## src/rtl/multicycle_controller.sv

```systemverilog
// multicycle_controller: main control FSM of the multicycle RV32I core.
// Sequences the shared ALU, unified memory port, IR, PC and register file.
// Supported: lw, sw, R-type, I-type ALU, beq, jal; illegal opcodes trap.
// Optional performance counters (o_cycles, o_instret) are built only when
// the macro MULTICYCLE_CONTROLLER_PERF_EN is defined; otherwise both read 0.
module multicycle_controller #(
  parameter int MEM_TIMEOUT = 16,
  parameter int PERF_W      = 32
) (
  input  logic              i_clk,
  input  logic              i_rst_n,
  input  logic [6:0]        i_opcode,
  input  logic              i_zero,
  input  logic              i_memReady,
  output logic              o_memReq,
  output logic              o_memWrite,
  output logic              o_irWrite,
  output logic              o_pcWrite,
  output logic              o_regWrite,
  output logic              o_adrSrc,
  output logic [1:0]        o_aluSrcA,
  output logic [1:0]        o_aluSrcB,
  output logic [1:0]        o_aluOp,
  output logic [1:0]        o_resultSrc,
  output logic              o_trap,
  output logic [PERF_W-1:0] o_instret,
  output logic [PERF_W-1:0] o_cycles
);

  localparam logic [3:0] FETCH    = 4'd0;
  localparam logic [3:0] DECODE   = 4'd1;
  localparam logic [3:0] MEMADR   = 4'd2;
  localparam logic [3:0] MEMREAD  = 4'd3;
  localparam logic [3:0] MEMWRITE = 4'd4;
  localparam logic [3:0] MEMWB    = 4'd5;
  localparam logic [3:0] EXECR    = 4'd6;
  localparam logic [3:0] EXECI    = 4'd7;
  localparam logic [3:0] ALUWB    = 4'd8;
  localparam logic [3:0] BEQ      = 4'd9;
  localparam logic [3:0] JAL      = 4'd10;
  localparam logic [3:0] TRAP     = 4'd11;

  localparam logic [6:0] OP_LOAD   = 7'b0000011;
  localparam logic [6:0] OP_STORE  = 7'b0100011;
  localparam logic [6:0] OP_RTYPE  = 7'b0110011;
  localparam logic [6:0] OP_ITYPE  = 7'b0010011;
  localparam logic [6:0] OP_BRANCH = 7'b1100011;
  localparam logic [6:0] OP_JAL    = 7'b1101111;

  // The wait counter must be able to hold MEM_TIMEOUT itself.
  localparam int CNT_W = (MEM_TIMEOUT > 1) ? $clog2(MEM_TIMEOUT + 1) : 1;
  // Trap fires on the stall cycle that would bring the count up to MEM_TIMEOUT.
  localparam logic [CNT_W-1:0] WAIT_LIMIT =
    (MEM_TIMEOUT > 0) ? CNT_W'(MEM_TIMEOUT - 1) : '0;

  logic [3:0]       state;
  logic [3:0]       state_next;
  logic [CNT_W-1:0] wait_cnt;
  logic             mem_state;
  logic             stall;
  logic             timeout_hit;

  logic             mem_req;
  logic             mem_write;
  logic             ir_write;
  logic             pc_update;
  logic             branch;
  logic             reg_write;
  logic             adr_src;
  logic [1:0]       alu_src_a;
  logic [1:0]       alu_src_b;
  logic [1:0]       alu_op;
  logic [1:0]       result_src;
  logic             trap;

  assign mem_state   = (state == FETCH) || (state == MEMREAD) || (state == MEMWRITE);
  assign stall       = mem_state && !i_memReady;
  assign timeout_hit = (MEM_TIMEOUT != 0) && stall && (wait_cnt == WAIT_LIMIT);

  // Next-state selection; a ready handshake always wins over the timeout.
  always_comb begin
    state_next = state;
    case (state)
      FETCH: begin
        if (i_memReady)       state_next = DECODE;
        else if (timeout_hit) state_next = TRAP;
      end
      DECODE: begin
        case (i_opcode)
          OP_LOAD, OP_STORE: state_next = MEMADR;
          OP_RTYPE:          state_next = EXECR;
          OP_ITYPE:          state_next = EXECI;
          OP_BRANCH:         state_next = BEQ;
          OP_JAL:            state_next = JAL;
          default:           state_next = TRAP;
        endcase
      end
      MEMADR:   state_next = i_opcode[5] ? MEMWRITE : MEMREAD;
      MEMREAD: begin
        if (i_memReady)       state_next = MEMWB;
        else if (timeout_hit) state_next = TRAP;
      end
      MEMWRITE: begin
        if (i_memReady)       state_next = FETCH;
        else if (timeout_hit) state_next = TRAP;
      end
      MEMWB:    state_next = FETCH;
      EXECR:    state_next = ALUWB;
      EXECI:    state_next = ALUWB;
      ALUWB:    state_next = FETCH;
      BEQ:      state_next = FETCH;
      JAL:      state_next = ALUWB;
      TRAP:     state_next = TRAP;
      default:  state_next = TRAP;
    endcase
  end

  // State register; reset restarts fetch from any state, including TRAP.
  always_ff @(posedge i_clk) begin
    if (!i_rst_n) state <= FETCH;
    else          state <= state_next;
  end

  // Counts consecutive stalled memory cycles, saturating to avoid wrap.
  always_ff @(posedge i_clk) begin
    if (!i_rst_n)                wait_cnt <= '0;
    else if (stall) begin
      if (wait_cnt != {CNT_W{1'b1}}) wait_cnt <= wait_cnt + 1'b1;
    end
    else                         wait_cnt <= '0;
  end

  // Moore control decode; only FETCH looks at ready to gate IR/PC loads.
  always_comb begin
    mem_req    = 1'b0;
    mem_write  = 1'b0;
    ir_write   = 1'b0;
    pc_update  = 1'b0;
    branch     = 1'b0;
    reg_write  = 1'b0;
    adr_src    = 1'b0;
    alu_src_a  = 2'b00;
    alu_src_b  = 2'b00;
    alu_op     = 2'b00;
    result_src = 2'b00;
    trap       = 1'b0;
    case (state)
      FETCH: begin
        mem_req    = 1'b1;
        alu_src_b  = 2'b10;
        result_src = 2'b10;
        ir_write   = i_memReady;
        pc_update  = i_memReady;
      end
      DECODE: begin
        alu_src_a = 2'b01;
        alu_src_b = 2'b01;
      end
      MEMADR: begin
        alu_src_a = 2'b10;
        alu_src_b = 2'b01;
      end
      MEMREAD: begin
        mem_req = 1'b1;
        adr_src = 1'b1;
      end
      MEMWRITE: begin
        mem_req   = 1'b1;
        mem_write = 1'b1;
        adr_src   = 1'b1;
      end
      MEMWB: begin
        result_src = 2'b01;
        reg_write  = 1'b1;
      end
      EXECR: begin
        alu_src_a = 2'b10;
        alu_op    = 2'b10;
      end
      EXECI: begin
        alu_src_a = 2'b10;
        alu_src_b = 2'b01;
        alu_op    = 2'b10;
      end
      ALUWB:    reg_write = 1'b1;
      BEQ: begin
        alu_src_a = 2'b10;
        alu_op    = 2'b01;
        branch    = 1'b1;
      end
      JAL: begin
        alu_src_a = 2'b01;
        alu_src_b = 2'b10;
        pc_update = 1'b1;
      end
      TRAP:     trap = 1'b1;
      default:  trap = 1'b1;
    endcase
  end

  // While reset is held every output is forced low so nothing is written.
  always_comb begin
    o_memReq    = i_rst_n & mem_req;
    o_memWrite  = i_rst_n & mem_write;
    o_irWrite   = i_rst_n & ir_write;
    o_pcWrite   = i_rst_n & (pc_update | (branch & i_zero));
    o_regWrite  = i_rst_n & reg_write;
    o_adrSrc    = i_rst_n & adr_src;
    o_aluSrcA   = i_rst_n ? alu_src_a  : 2'b00;
    o_aluSrcB   = i_rst_n ? alu_src_b  : 2'b00;
    o_aluOp     = i_rst_n ? alu_op     : 2'b00;
    o_resultSrc = i_rst_n ? result_src : 2'b00;
    o_trap      = i_rst_n & trap;
  end

`ifdef MULTICYCLE_CONTROLLER_PERF_EN
  logic              retire;
  logic [PERF_W-1:0] cycles_q;
  logic [PERF_W-1:0] instret_q;

  assign retire = (state == MEMWB) || (state == ALUWB) || (state == BEQ) ||
                  ((state == MEMWRITE) && i_memReady);

  // Free-running cycle count and retired-instruction count, both wrapping.
  always_ff @(posedge i_clk) begin
    if (!i_rst_n) begin
      cycles_q  <= '0;
      instret_q <= '0;
    end
    else begin
      cycles_q <= cycles_q + 1'b1;
      if (retire) instret_q <= instret_q + 1'b1;
    end
  end

  assign o_cycles  = cycles_q;
  assign o_instret = instret_q;
`else
  assign o_cycles  = '0;
  assign o_instret = '0;
`endif

endmodule

```

## config.mk

```make
export PLATFORM = sky130hd
export DESIGN_NAME = multicycle_controller
export DESIGN_NICKNAME = d
export VERILOG_FILES = /design/src/rtl/multicycle_controller.sv
export SDC_FILE = /design/constraint.sdc
export NUM_CORES = 1
export LEC_CHECK = 0
export ABC_AREA = 1
export BUFFER_PORTS_ARGS = -buffer_cell sky130_fd_sc_hd__buf_4
export CORE_ASPECT_RATIO = 1.5
export CORE_MARGIN = 8
export CORE_UTILIZATION = 41
export DETAILED_ROUTE_END_ITERATION = 12
export MAX_ROUTING_LAYER = met4
export PLACE_DENSITY = 0.86
export SLEW_MARGIN = 20
export SYNTH_ARGS = -nofsm -noshare
export SYNTH_HDL_FRONTEND = slang
export SYNTH_SLANG_ARGS = --single-unit
```

## constraint.sdc

```tcl
create_clock -name i_clk -period 1.9 [get_ports i_clk]
set_input_delay 0.38 -clock i_clk [delete_from_list [all_inputs] [get_ports i_clk]]
set_output_delay 0.38 -clock i_clk [all_outputs]
set_load 0.01 [all_outputs]
```

# Word-level counts from Yosys, hierarchy flattened

Index checks and enable logic that the tools add are counted.
W data, S select, Z words.

$mul: 0
Bitwise logic cells: 9
Equal/unequal tests: 18
Add/sub/neg operators: 1
Div/mod/pow operators: 0
Shift-type cells: 0
$lt $le $gt $ge: 0
Multiplexer cells: 23
Reduce and logical (&&, ||, !) cells: 19

Operators by type and width:

| operator              | count |
|---|---|
| $pmux W4 S7           | 1 |
| $pmux W4 S5           | 1 |
| $eq A4 B3 Y1 const B  | 4 |
| $mux W4               | 4 |
| $pmux W2 S2           | 4 |
| $eq A7 B6 Y1 const B  | 2 |
| $eq A7 B7 Y1 const B  | 2 |
| $eq A4 B4 Y1 const B  | 3 |
| $reduce_or A2 Y1      | 6 |
| $reduce_or A3 Y1      | 4 |
| $reduce_or A11 Y1     | 1 |
| $and A1 B1 Y1         | 8 |
| $eq A4 B2 Y1 const B  | 2 |
| $mux W2               | 4 |
| $eq A7 B2 Y1 const B  | 1 |
| $eq A7 B5 Y1 const B  | 1 |
| $mux W1               | 7 |
| $add A5 B1 Y5 const B | 1 |
| $eq A5 B4 Y1 const B  | 1 |
| $ne A5 B5 Y1 const B  | 1 |
| $eq A4 B1 Y1 const B  | 1 |
| $logic_not A4 Y1      | 1 |
| $reduce_or A4 Y1      | 1 |
| $mux W3               | 1 |
| other kinds (6)       | 8 |

Logic and storage cells: 72
Input port bits: 11
Output and inout bits: 79
Memories kept: 0
RAM bits: 0
Latch bits: 0
Register bits after elaboration: 9
Memory bits (read-only): 0

# Longest topological paths before layout

Word-level depth: 8
Gate-level depth with buffers: 9
Gate-level depth less buffers: 9

# Least setup slack after synthesis

No wires, ideal clock.

Path type: register to output
Start: register state[0]
End: output port o_aluSrcA[1]
Stages on the path, launching flop included: 7
Buffers on the path: 0
Data required time: 1.520 ns
Data arrival time: 1.111 ns
Path slack: 0.409 ns
Cell sequence: dfxtp_1 inv_1 nor2_2 inv_1 nor3_1 inv_1 a31oi_1

Longest elaborated chain between the ends: 4
Elaborated cells on any way between the ends: 10
Classes of those cells: eq/ne (6); mux (2); reduce/logical (2)

Ends and longest elaborated chain:

| item                                                                  | line | text |
|---|---|---|
| start: declaration                                                    | 56   | `logic [3:0] state;` |
| start signal: assignment                                              | 121  | `else state <= state_next;` |
| $eq A4 B4 Y1 (tied with other cells)                                  | 147  | `case (state)` |
| $reduce_or A4 Y1 (no line) / $reduce_or A2 Y1 (equally long branches) | --   |  |
| $pmux W2 S2 *                                                         | 147  |  |
| $mux W2 *                                                             | 209  | `o_aluSrcA = i_rst_n ? alu_src_a : 2'b00;` |
| end: declaration                                                      | 21   | `output logic [1:0] o_aluSrcA,` |

Every way passes the cells marked *; elsewhere a longest branch is shown, timed or not.

# Final worst setup path

Start: register state[3]
End: output port o_aluSrcB[0]

Longest elaborated chain between the ends: 4
Elaborated cells on any way between the ends: 9
Classes of those cells: eq/ne (4); mux (2); reduce/logical (3)

Ends and longest elaborated chain:

| item                                                                  | line | text |
|---|---|---|
| $eq A4 B3 Y1 (tied with other cells)                                  | 147  |  |
| $reduce_or A3 Y1 (no line) / $reduce_or A2 Y1 (equally long branches) | --   |  |
| $pmux W2 S2 *                                                         | 147  |  |
| $mux W2 *                                                             | 210  | `o_aluSrcB = i_rst_n ? alu_src_b : 2'b00;` |
| end: declaration                                                      | 22   | `output logic [1:0] o_aluSrcB,` |

Marks and branches as above.

==> impl_metrics.toml <==
[final_layout]
final_cells = 263
diodes = 0
nets = 239
area_delta_synth_final_pct = 6.45
final_util_pct = 45.4
final_layout_size_suffix_gt1_share_pct = 23.2

[setup_path]
critPathCaptureType = "output port"
crit_type = "reg2out"
crit_path_max_fanout = 8
start_kind = "flip-flop"
worst-endpoint-required_ns = 1.52
worstPathArrival_ns = 1.45

[synthesis]
synth-compound-area-share_pct = 8.87
synthSimpleGateAreaFrac_pct = 26.7
synthAdderAreaFrac_pct = 3.02
synth_xor_area_share_pct = 2.12
syn-cell-area_sq_um = 1240
synth_top_family_by_area = "buffers and inverters"
synth_edf_count = 0
synth-main-ff-cell = "dfxtp_1"
avgSynthCellArea_sq_um = 6.43
syn_inst = 193
async_flop_share_pct = 0
muxShareOfSynthArea_pct = 0
synth-seq-cells = 9
yosys_warnings = 0
synth_cell_types = 25
yosysSeqAreaShare_pct = 14.5

[die]
start_util_pct = 42.6
core-area_sq_um = 2910
die_x_um = 60.9
io_pins = 90
die_area_sq_um = 5080
fp-row-count = 24
die_height_um = 83.4

[global_routing]
grt_pass1_wl_um = 4310
antenna_found_initial = 0
track_usage_pct = 11.0
grt_pass1_vias = 1060
grt_max_degree = 11
grt_overflow = 0

[routing]
vias_per_cell = 4.15
vias = 1092
first_pass_iters = 4
drc = 0
postRouteAntennaNets = 0
drt_iter0_drc = 27
wl_per_cell_um = 10.7
wl_um = 2810

[placed_design]
dpl_worst_slack_ns = 0.199
dp.cells = 258
place_congestion = 0.908
io_buffers = 25
dpl.hpwl_um = 2450

[sta]
setup_viol_count_final = 0
clock_skew_ns = 0.000618
max_freq_mhz = 545
hold_violations = 0
period_needed_ns = 1.83
fin_ws_ns = 0.0658
min_period_over_period_pct = 96.5
fin_setup_tns_ns = 0
drv_slew = 0

[power_and_ir_drop]
peakVddDrop_mv = 0.437
p_leak_nw = 0.736
power_density_nw_per_um2 = 970

[status]
status = "completed"

[clock_tree]
clk_latency_ns = 0.23
path_clk_slew_ns = 0.04
clock-root-buffer = "clkbuf_8"
clkSinkCount = 9
htree_levels = 1
numCtsBuffers = 3
clock_path_buffers = 2
cts_tree = "built"
hold_buffers = 0

[job]
maxCapViolations = 0

[min_path]
hold_class = "in2reg"
layout make-up:
cell class	instances	area, sq um
fillers	317	1590
multi-input cells	164	756
repair buffers	29	218
flip-flops and latches	9	186
inverters	18	67.6
well taps	39	48.8
clock buffers	4	45.0
placed cells by master (no fill, tap or decap):
cell,netlist,final
conb_1,1,64
nand2_1,31,31
buf_4,64,29
nor2_1,21,21
inv_1,14,13
a21oi_1,10,10
nand3_1,7,7
nor2_2,7,6
dfxtp_1,9,6
inv_2,2,3
o21ai_0,4,3
nand2_2,3,3
a31oi_1,3,3
xor2_1,3,3
ha_1,3,3
clkbuf_8,0,3
clkinv_1,2,2
nor2_4,1,2
o21ai_1,1,2
dfxtp_2,0,2
nor3_2,0,1
and3_1,1,1
nand3_2,1,1
a21oi_2,1,1
a22oi_1,1,1
nand4_1,1,1
clkbuf_1,1,1
dfxtp_4,0,1
cell families (layout without fill, tap and decap cells):
family / Yosys count / after routing
flops: 9 / 9
other cells: 1 / 64
simple gates: 74 / 74
xor+xnor: 3 / 3
compound gates: 20 / 20
buf+inv: 83 / 51
fa+ha+maj: 3 / 3
worst max-delay path, cell delays in order, from the launching register on:
cell and delay, ns:
dfxtp_1 0.33, nor2_2 0.28, nand2_1 0.18, o21ai_1 0.15, o21ai_0 0.10, inv_1 0.06, buf_4 0.11
layer usage:
layer	GRT usage, %	wire (um)
met5	-	0
met1	9.07	870
met3	2.31	364
met2	20.5	1490
met4	6.82	87
path summary, 6_finish.rpt:
check	depth (start not counted)	start	slack, ns	end
worst max-delay path	6	state[3]	0.07	o_aluSrcB[0]
worst min-delay path	3	i_rst_n	0.39	state[1]
worst max register to register	7	wait_cnt[0]	0.36	wait_cnt[3]
worst min register to register	2	wait_cnt[1]	0.50	wait_cnt[1]
synth_stat cells (3+ instances only):
master	count	area, sq um
buf_4	64	480
nand2_1	31	116
nor2_1	21	78.8
inv_1	14	52.6
a21oi_1	10	50.1
dfxtp_1	9	180
nand3_1	7	35.0
nor2_2	7	43.8
o21ai_0	4	20.0
a31oi_1	3	18.8
ha_1	3	37.5
nand2_2	3	18.8
xor2_1	3	26.3
state kept, by name, summed over array words and instances (netlist names):
name	flops
wait_cnt	5
state	4
per-stage QoR:
| stage | hold slack, ns | cell area, sq um | power (mW) |
|---|---|---|---|
| final | 0.393 | 1320 | 1.28 |
| after global routing | 0.401 | 1320 | 1.39 |
| after CTS | 0.395 | 1300 | 1.24 |
| after detailed placement | 0.492 | 1250 | 1.01 |
| after global placement | 0.483 | 1250 | 0.998 |
| after floorplan | 0.473 | 1480 | 0.867 |
power breakdown:
group          internal (mW)  switching, mW  total (mW)  leakage [nW]
Sequential             0.238         0.0593       0.298        0.0747
Clock                  0.146         0.0747       0.221        0.0228
Combinational          0.289          0.474       0.764         0.639
Total                  0.674          0.608        1.28         0.736
repair_timing:
item | CTS | global route
buffers inserted | 0 | 1
gates resized for setup | 1 | 7
setup endpoints to repair | 3 | 6
pin swaps | 0 | 4
No activity file was read; power rests on OpenSTA's default activity.
